## src/rtl/alu_pkg.sv

```systemverilog
// Shared definitions for the bit-serial ALU: op codes, FSM states and
// small decode helpers used by both the slice and the top level.
package alu_pkg;

    localparam logic [2:0] OP_AND = 3'b000;
    localparam logic [2:0] OP_OR  = 3'b010;
    localparam logic [2:0] OP_XOR = 3'b011;
    localparam logic [2:0] OP_ADD = 3'b100;
    localparam logic [2:0] OP_SLT = 3'b101;

    typedef enum logic [1:0] {
        S_IDLE,
        S_RUN,
        S_DONE
    } state_t;

    // True for every op code the datapath knows how to execute.
    function automatic logic op_is_legal(input logic [2:0] op);
        return (op == OP_AND) || (op == OP_OR) || (op == OP_XOR) ||
               (op == OP_ADD) || (op == OP_SLT);
    endfunction

    // Carry fed into bit 0: ADD uses cin, SUB and SLT add the +1 of the
    // two's complement, logic ops start from zero.
    function automatic logic init_carry(input logic [2:0] op,
                                        input logic       bnegate,
                                        input logic       cin);
        logic c;
        c = 1'b0;
        if (op == OP_ADD) begin
            c = bnegate ? 1'b1 : cin;
        end else if (op == OP_SLT) begin
            c = 1'b1;
        end
        return c;
    endfunction

endpackage

```

## src/rtl/alu_slice.sv

```systemverilog
// One-bit ALU slice: logic ops and a full adder with optional B inversion.
module alu_slice
    import alu_pkg::*;
(
    input  logic       a,
    input  logic       b,
    input  logic       cin,
    input  logic       bnegate,
    input  logic [2:0] op,
    output logic       sum,
    output logic       carry
);

    logic negate;
    logic bb;

    // Select B polarity and the per-op sum/carry for this bit position.
    always_comb begin
        negate = 1'b0;
        if (op == OP_ADD) begin
            negate = bnegate;
        end else if (op == OP_SLT) begin
            negate = 1'b1;
        end
        bb    = b ^ negate;
        sum   = 1'b0;
        carry = 1'b0;
        case (op)
            OP_AND: sum = a & bb;
            OP_OR:  sum = a | bb;
            OP_XOR: sum = a ^ bb;
            OP_ADD, OP_SLT: begin
                sum   = a ^ bb ^ cin;
                carry = (a & bb) | (a & cin) | (bb & cin);
            end
            default: begin
                sum   = 1'b0;
                carry = 1'b0;
            end
        endcase
    end

endmodule

```

## src/rtl/alu_serial.sv

```systemverilog
// Bit-serial ALU: one operand bit per clock through a single alu_slice,
// LSB first, with a registered carry and valid/ready on both sides.
module alu_serial
    import alu_pkg::*;
#(
    parameter int WIDTH = 8
) (
    input  logic             clk,
    input  logic             reset,
    input  logic             in_valid,
    output logic             in_ready,
    input  logic [WIDTH-1:0] a,
    input  logic [WIDTH-1:0] b,
    input  logic             cin,
    input  logic             bnegate,
    input  logic [2:0]       op,
    output logic             out_valid,
    input  logic             out_ready,
    output logic [WIDTH-1:0] result,
    output logic             cout,
    output logic             overflow,
    output logic             zero,
    output logic             err
);

    localparam int CW = (WIDTH > 1) ? $clog2(WIDTH) : 1;
    localparam logic [CW-1:0] LAST_BIT = CW'(WIDTH - 1);

    state_t           state;
    state_t           next_state;
    logic [CW-1:0]    bit_cnt;
    logic [WIDTH-1:0] a_sr;
    logic [WIDTH-1:0] b_sr;
    logic [WIDTH-1:0] res_sr;
    logic [2:0]       op_r;
    logic             bneg_r;
    logic             carry_r;
    logic             cout_r;
    logic             ovf_r;
    logic             zero_r;
    logic             err_r;
    logic             accept;
    logic             last_bit;
    logic             slice_sum;
    logic             slice_carry;
    logic             last_ovf;
    logic             slt_bit;
    logic             arith_op;
    logic [WIDTH-1:0] final_res;

    alu_slice u_slice (
        .a       (a_sr[0]),
        .b       (b_sr[0]),
        .cin     (carry_r),
        .bnegate (bneg_r),
        .op      (op_r),
        .sum     (slice_sum),
        .carry   (slice_carry)
    );

    // State register; reset always returns the FSM to IDLE.
    always_ff @(posedge clk) begin
        if (reset) begin
            state <= S_IDLE;
        end else begin
            state <= next_state;
        end
    end

    // Next-state logic: accept, step through WIDTH bits, wait for the consumer.
    always_comb begin
        next_state = state;
        case (state)
            S_IDLE: if (accept)    next_state = S_RUN;
            S_RUN:  if (last_bit)  next_state = S_DONE;
            S_DONE: if (out_ready) next_state = S_IDLE;
            default:               next_state = S_IDLE;
        endcase
    end

    // Handshake outputs and datapath strobes decoded from the current state.
    always_comb begin
        in_ready  = (state == S_IDLE) && !reset;
        out_valid = (state == S_DONE);
        accept    = in_ready && in_valid;
        last_bit  = (state == S_RUN) && (bit_cnt == LAST_BIT);
    end

    // Value the result register takes on the final bit, including SLT and illegal-op overrides.
    always_comb begin
        arith_op  = (op_r == OP_ADD);
        last_ovf  = carry_r ^ slice_carry;
        slt_bit   = slice_sum ^ last_ovf;
        final_res = {slice_sum, res_sr[WIDTH-1:1]};
        if (op_r == OP_SLT) begin
            final_res = {{(WIDTH-1){1'b0}}, slt_bit};
        end else if (!op_is_legal(op_r)) begin
            final_res = '0;
        end
    end

    // Operand/result shift registers, carry, bit counter and status flags.
    always_ff @(posedge clk) begin
        if (reset) begin
            a_sr    <= '0;
            b_sr    <= '0;
            res_sr  <= '0;
            op_r    <= OP_AND;
            bneg_r  <= 1'b0;
            carry_r <= 1'b0;
            bit_cnt <= '0;
            cout_r  <= 1'b0;
            ovf_r   <= 1'b0;
            zero_r  <= 1'b0;
            err_r   <= 1'b0;
        end else if (accept) begin
            a_sr    <= a;
            b_sr    <= b;
            res_sr  <= '0;
            op_r    <= op;
            bneg_r  <= bnegate;
            carry_r <= init_carry(op, bnegate, cin);
            bit_cnt <= '0;
            cout_r  <= 1'b0;
            ovf_r   <= 1'b0;
            zero_r  <= 1'b0;
            err_r   <= 1'b0;
        end else if (state == S_RUN) begin
            a_sr    <= a_sr >> 1;
            b_sr    <= b_sr >> 1;
            carry_r <= slice_carry;
            if (last_bit) begin
                res_sr <= final_res;
                cout_r <= arith_op ? slice_carry : 1'b0;
                ovf_r  <= arith_op ? last_ovf : 1'b0;
                zero_r <= (final_res == '0);
                err_r  <= !op_is_legal(op_r);
            end else begin
                res_sr  <= {slice_sum, res_sr[WIDTH-1:1]};
                bit_cnt <= bit_cnt + CW'(1);
            end
        end
    end

    assign result   = res_sr;
    assign cout     = cout_r;
    assign overflow = ovf_r;
    assign zero     = zero_r;
    assign err      = err_r;

endmodule

```

## config.mk

```make
export PLATFORM = sky130hd
export DESIGN_NAME = alu_serial
export DESIGN_NICKNAME = d
export VERILOG_FILES = /design/src/rtl/alu_pkg.sv /design/src/rtl/alu_slice.sv /design/src/rtl/alu_serial.sv
export SDC_FILE = /design/constraint.sdc
export NUM_CORES = 1
export LEC_CHECK = 0
export CAP_MARGIN = 10
export CORE_MARGIN = 3
export CORE_UTILIZATION = 45
export DETAILED_ROUTE_END_ITERATION = 12
export GPL_TIMING_DRIVEN = 0
export PLACE_DENSITY = 0.72
export SYNTH_ARGS = -nofsm -noshare
export SYNTH_HDL_FRONTEND = slang
export SYNTH_HIERARCHICAL = 1
export SYNTH_SLANG_ARGS = --single-unit
```

## constraint.sdc

```tcl
create_clock -name clk -period 5.55 [get_ports clk]
set_input_delay 1.11 -clock clk [delete_from_list [all_inputs] [get_ports clk]]
set_output_delay 1.11 -clock clk [all_outputs]
set_load 0.005 [all_outputs]
```

==> impl_metrics.py, run 1 <==
metrics = {
    "final_layout": {
        "multi_input_area_um2": 911,
        "nets": 274,
        "regArea_um2": 761,
        "n_fill_cell": 350,
        "n_antenna_cell": 0,
        "drive_above_1_share_pct": 8.98,
        "syn_to_final_growth_pct": 30.0,
    },
    "floorplan": {
        "start_util_pct": 47.4,
        "std_cell_rows": 22,
        "chipHeight_um": 68.8,
        "coreArea_um2": 3740,
        "dieArea_um2": 4730,
        "dieWidth_um": 68.8,
        "pin_count": 39,
    },
    "yosys": {
        "ys_seq_area_share_pct": 42.8,
        "syn_inst": 199,
        "synth_commonest_cells": "38 x dfxtp_1, 28 x nand2_1, 27 x a21oi_1, 14 x nand3_1, 12 x a22oi_1",
        "ys_ff_latch": 38,
        "synth_cell_types": 43,
        "ys_warn_count": 6,
        "ys_async_sr_fraction_pct": 0,
        "synth_top_area_share_pct": 42.8,
        "yosysMostFrequentCell": "dfxtp_1",
        "synth_area_um2": 1780,
        "yosys.area.top_type": "dfxtp_1",
        "synth_edf_count": 0,
        "netlist_top_cells_area": "dfxtp_1 43%, a21oi_1 7.6%, nand2_1 5.9%, a22oi_1 5.1%, nand3_1 3.9%",
        "synth_fp_nets": 229,
        "avgSynthCellArea_um2": 8.92,
        "synth_flop_cell": "dfxtp_1",
    },
    "status": {
        "outcome": "finished clean",
    },
    "clock_network": {
        "cts_max_level": 2,
        "postCtsHoldBufs": 0,
        "cts_setup_buffers": 0,
        "cts_sinks": 38,
        "clockBufferDepth": 2,
        "cts_root_buf": "clkbuf_8",
        "numCtsBuffers": 5,
        "insertion_delay_ns": 0.29,
        "cts_resized": 0,
        "clkTransAtPathRegs_ns": 0.07,
        "cts_tree": "built",
    },
    "setup_path": {
        "endpoint": "in_ready",
        "required_ns": 4.44,
        "worst_r2r_path_depth": 8,
        "path_class": "primary input to output pin",
        "rr_startpoint": "op_r[2]",
        "startpoint": "reset",
        "critPathArrivalTime_ns": 2.64,
        "r2r_slack_ns": 2.77,
        "cp-end-kind": "output pin",
        "r2r_end": "zero",
        "cp-start-kind": "primary input",
        "critPathMaxFanout": 10,
    },
    "route": {
        "viasPerCell": 5.44,
        "firstDrtPassIters": 4,
        "drc": 0,
        "vias": 1595,
        "wl_per_cell_um": 13.3,
        "drtAntennaViolNets": 0,
        "drt_iter0_drc": 79,
        "drt_wl_total_mm": 3.89,
    },
    "timing": {
        "worst_slew_pin_slew_ns": 0.590,
        "setup_tns_ns": 0,
        "max-slew-margin-rel_pct": 60.5,
        "hold_viol": 0,
        "setup-violations-final": 0,
        "rsz0062_at_grt": "false",
        "min_period_ns": 3.75,
        "period_share_pct": 67.5,
        "maxSlewViolCount": 0,
        "finClkSkew_ns": 0.00450,
        "fmax_ghz": 0.267,
    },
    "global_route": {
        "grt_pass1_vias": 1452,
        "antenna_found_initial": 0,
        "grt_max_degree": 12,
        "grt_overflow": 0,
        "grt_pass1_wl_mm": 6.52,
        "track_usage_pct": 18.8,
    },
    "worst_hold_path": {
        "min_path_type": "flip-flop to flip-flop",
        "hold_start": "cout",
        "worstHoldPathCells": 2,
    },
    "placed_design": {
        "finalWeightedCongestion": 0.769,
        "hpwl_mm": 2.81,
        "io_buffers": 38,
    },
    "power_and_ir_drop": {
        "p_per_area_nw_per_um2": 244,
        "total_power_mw": 0.563,
        "p_leak_nw": 0.829,
        "ir_worst_vdd_mv": 0.201,
    },
    "flow_run": {
        "cap_violations": 0,
    },
}
-- kinds of logic (layout without fill, tap and decap cells) --
kind of cell,after synthesis,in the layout,synth area share (%)
DFF,38,38,42.8
and+or+nand+nor,68,68,19.5
AOI/OAI and AO/OA,62,62,23.4
adders and majority gates,5,5,3.95
buffers and inverters,19,65,5.85
muxes,2,2,1.13
xor gates and xnor gates,5,5,3.31
-- stage by stage --
| step | hold slack, ns | std cells | area (um2) | worst slack, ns | util (%) |
|---|---|---|---|---|---|
| after global placement | 0.449 | 285 | 2220 | 1.80 | 59.2 |
| after CTS | 0.461 | 293 | 2310 | 1.79 | 61.6 |
| after global routing | 0.484 | 293 | 2310 | 1.70 | 61.6 |
| final | 0.461 | 293 | 2310 | 1.80 | 61.6 |
| after detailed placement | 0.453 | 285 | 2220 | 1.79 | 59.2 |
| after floorplan | 0.448 | 199 | 1780 | 2.96 | - |
-- where the power goes --
part	internal [mW]	switching [mW]	leakage [nW]
Clock	0.100	0.0958	0.0482
Sequential	0.282	0.00857	0.309
Combinational	0.0393	0.0374	0.472
-- registers in the layout, summed over array words and instances, names as in the netlist --
signal    flops
state         2
b_sr          8
overflow      1
a_sr          8
zero          1
err           1
bneg_r        1
bit_cnt       3
op_r          3
result        8
cout          1
carry_r       1
-- worst min path at each step --
| stage | end | slack, ns |
|---|---|---|
| 2_1_floorplan | a_sr[1] | 0.45 |
| 3_3_place_gp | cout | 0.45 |
| 3_5_place_dp | overflow | 0.45 |
| 4_1_cts | cout | 0.46 |
| 5_1_grt | b_sr[1] | 0.48 |
| 6_report | cout | 0.46 |
-- per-layer routing --
metal / wire (um) / track usage [%] / vias to the layer above / share of wire (%)
met4: 104 / 8.03 / 0 / 2.7
li1: - / - / 821 / -
met5: 0 / 0 / - / 0
met3: 164 / 6.48 / 8 / 4.2
met2: 1810 / 29.9 / 43 / 46
met1: 1810 / 23.1 / 723 / 47
-- critical path, stage by stage --
cell,delay [ns]
clkdlybuf4s50_1,0.55
clkbuf_1,0.43
nor3_1,0.09
clkdlybuf4s50_1,0.46
-- cells in the final DEF, fill, tap and decap left out, types with 4 or more instances in the layout --
master           synthesis  layout
a22o_1                   4       4
inv_1                    4       4
nor2_1                   5       5
clkbuf_8                 0       6
dfxtp_1                 38      38
a22oi_1                 12      12
clkbuf_1                 6       7
clkdlybuf4s50_1          0      38
buf_2                    5       5
nand2_1                 28      28
a21oi_1                 27      27
nand3_1                 14      14
o21ai_0                  4       4
ha_1                     4       4
-- cell type report --
class | instances | area share, %
sequential | 38 | 33.0
clock buffer | 7 | 3.74
buffer | 15 | 3.85
multi-input combinational | 142 | 39.5
inverter | 4 | 0.651
tap | 48 | 2.60
clock inverter | 1 | 0.217
timing repair buffer | 38 | 16.5
(Power assumes the default switching activity.)
==> inputs of run 2 (changes only) <==
==> constraint.sdc (replaced) <==
create_clock -name clk -period 3.9 [get_ports clk]
set_input_delay 0.78 -clock clk [delete_from_list [all_inputs] [get_ports clk]]
set_output_delay 0.78 -clock clk [all_outputs]
set_load 0.005 [all_outputs]
==> results of run 2 <==
Same layout as run 1 (identical final DEF). Status: finished clean.
Among the figures that moved: setup slack after placement 1.79 ns -> 0.796 ns; setup slack after layout 1.80 ns -> 0.814 ns; register-to-register setup slack 2.77 ns -> 1.12 ns; total power 0.563 mW -> 0.802 mW; worst IR drop on VDD 0.201 mV -> 0.287 mV
==> inputs of run 3 (changes only) <==
--- a/config.mk
+++ b/config.mk
@@ -10,7 +10,7 @@
 export CORE_UTILIZATION = 45
 export DETAILED_ROUTE_END_ITERATION = 12
 export GPL_TIMING_DRIVEN = 0
-export PLACE_DENSITY = 0.72
+export PLACE_DENSITY = 0.75
 export SYNTH_ARGS = -nofsm -noshare
 export SYNTH_HDL_FRONTEND = slang
 export SYNTH_HIERARCHICAL = 1
==> constraint.sdc (replaced) <==
create_clock -name clk -period 2.45 [get_ports clk]
set_input_delay 0.49 -clock clk [delete_from_list [all_inputs] [get_ports clk]]
set_output_delay 0.49 -clock clk [all_outputs]
set_load 0.005 [all_outputs]
==> impl_metrics.py, run 3 (synthesis results as in run 1) <==
metrics = {
    "status": {
        "outcome": "finished with violations",
        "violations": "negative setup slack",
    },
    "final_layout": {
        "final_cell_mix": "38 x clkdlybuf4s50_1, 35 x dfxtp_1, 28 x nand2_1",
        "layout_commonest_cell": "clkdlybuf4s50_1",
        "fin_util_pct": 66.0,
        "drive_above_1_share_pct": 17.3,
        "syn_to_final_growth_pct": 39.1,
        "nets": 284,
        "n_antenna_cell": 0,
    },
    "power_and_ir_drop": {
        "p_leak_nw": 0.884,
        "p_per_area_nw_per_um2": 521,
        "ir_worst_vdd_mv": 0.379,
    },
    "worst_hold_path": {
        "min_path_type": "flip-flop to flip-flop",
        "worstHoldPathCells": 2,
    },
    "flow_run": {
        "cap_violations": 0,
    },
    "setup_path": {
        "path_depth": 8,
        "cp-end-kind": "flip-flop",
        "required_ns": 2.66,
        "endpoint": "zero",
        "path_class": "flip-flop to flip-flop",
        "slowest_delay_ns": 0.53,
        "worst_r2r_path_depth": 8,
        "rr_startpoint": "op_r[0]",
        "cp-start-kind": "flip-flop",
        "cp_cell_sequence": "o211a_4, xor2_4, fa_1, a31oi_4, o31ai_4, xor3_1, a31o_2, o31ai_2",
        "critPathMaxFanout": 4,
        "r2r_end": "zero",
        "slowest_stage": "fa_1",
        "critPathTopFamily": "compound AO/OA/AOI/OAI gates",
        "r2r_slack_ns": -0.1,
        "critPathBufInv": 0,
        "critPathArrivalTime_ns": 2.76,
        "startpoint": "op_r[0]",
    },
    "global_route": {
        "grt_max_degree": 12,
        "antenna_found_initial": 0,
        "grt_pass1_vias": 1465,
        "track_usage_pct": 18.1,
        "grt_pass1_wl_mm": 6.49,
        "grt_overflow": 0,
    },
    "clock_network": {
        "cts_root_buf": "clkbuf_8",
        "cts_max_level": 2,
        "cts_tree": "built",
        "clockBufferDepth": 2,
        "postCtsHoldBufs": 0,
        "numCtsBuffers": 5,
        "insertion_delay_ns": 0.29,
        "cts_sinks": 38,
        "clkTransAtPathRegs_ns": 0.07,
    },
    "floorplan": {
        "dieArea_um2": 4730,
        "std_cell_rows": 22,
        "pin_count": 39,
        "dieWidth_um": 68.8,
        "coreArea_um2": 3740,
        "chipHeight_um": 68.8,
        "start_util_pct": 47.4,
    },
    "timing": {
        "layout_setup_ws_ns": -0.0986,
        "hold_viol": 0,
        "setup_tns_ns": -0.167,
        "finClkSkew_ns": 0.00695,
        "rsz0062_at_grt": "true",
        "worst_slew_pin_slew_ns": 0.576,
        "fmax_ghz": 0.392,
        "hold_ws_ns": 0.471,
        "max-slew-margin-rel_pct": 61.5,
        "min_period_ns": 2.55,
        "maxSlewViolCount": 0,
        "period_share_pct": 104,
        "setup-violations-final": 2,
    },
    "route": {
        "vias": 1666,
        "drt_iter0_drc": 138,
        "drt_wl_total_mm": 4.39,
        "drc": 0,
        "wl_per_cell_um": 14.5,
        "drtAntennaViolNets": 0,
        "firstDrtPassIters": 4,
        "viasPerCell": 5.52,
    },
    "placed_design": {
        "hpwl_mm": 2.81,
        "io_buffers": 38,
        "finalWeightedCongestion": 0.798,
    },
}
run 3: cell types whose count changed in the layout (fill, tap and decap cells not counted), sizes merged:
| cell | delta |
|---|---|
| clkinv | +1 |
| clkbuf | -3 |
| buf | +11 |
run 3: tightest hold or removal path: cells and delay by family (launching register included):
family           cells  cell delay (ns)
AND/OR/NAND/NOR      1             0.06
flip-flops           1             0.31
AO/OA/AOI/OAI        1             0.06
run 3: repair_timing:
action / 4_1_cts / 5_1_grt
buffers inserted: 0 / 10
pin swaps: 1 / 8
gates resized for setup: 4 / 16
setup endpoints to repair: 3 / 3
run 3: power breakdown:
group	internal, mW	switching (mW)	total (mW)
Combinational	0.113	0.106	0.219
Clock	0.191	0.219	0.410
Sequential	0.638	0.0190	0.657
run 3: worst min path at each step:
stage | startpoint | end | slack, ns
finish | a_sr[6] | a_sr[6] | 0.47
global route | b_sr[3] | b_sr[3] | 0.48
CTS | overflow | overflow | 0.46
detailed placement | overflow | overflow | 0.45
global placement | cout | cout | 0.45
floorplan | a_sr[1] | a_sr[1] | 0.45
run 3: metrics by stage:
step                      instances  power (mW)  area, um2  worst slack [ns]
after floorplan                 199       0.773       1780            0.0359
after CTS                       292        1.24       2310          -0.00844
after global placement          285       0.844       2220            -0.137
final                           302        1.29       2470           -0.0986
after detailed placement        285       0.846       2220            -0.185
after global routing            302        1.33       2470            -0.173
run 3: layout make-up:
class | instances | area, um2
buffer | 15 | 92.6
clock buffer | 5 | 68.8
clock inverter | 2 | 10.0
fill | 338 | 1270
inverter | 4 | 15.0
multi-input combinational | 142 | 992
sequential | 38 | 772
tap | 48 | 60.1
timing repair buffer | 48 | 459
run 3: layer usage:
| metal | up-vias | wire, um | track usage, % |
|---|---|---|---|
| li1 | 837 | - | - |
| met1 | 781 | 1980 | 23.5 |
| met2 | 42 | 2150 | 29.6 |
| met3 | 6 | 205 | 3.89 |
| met4 | 0 | 63 | 6.33 |
| met5 | - | 0 | 0 |
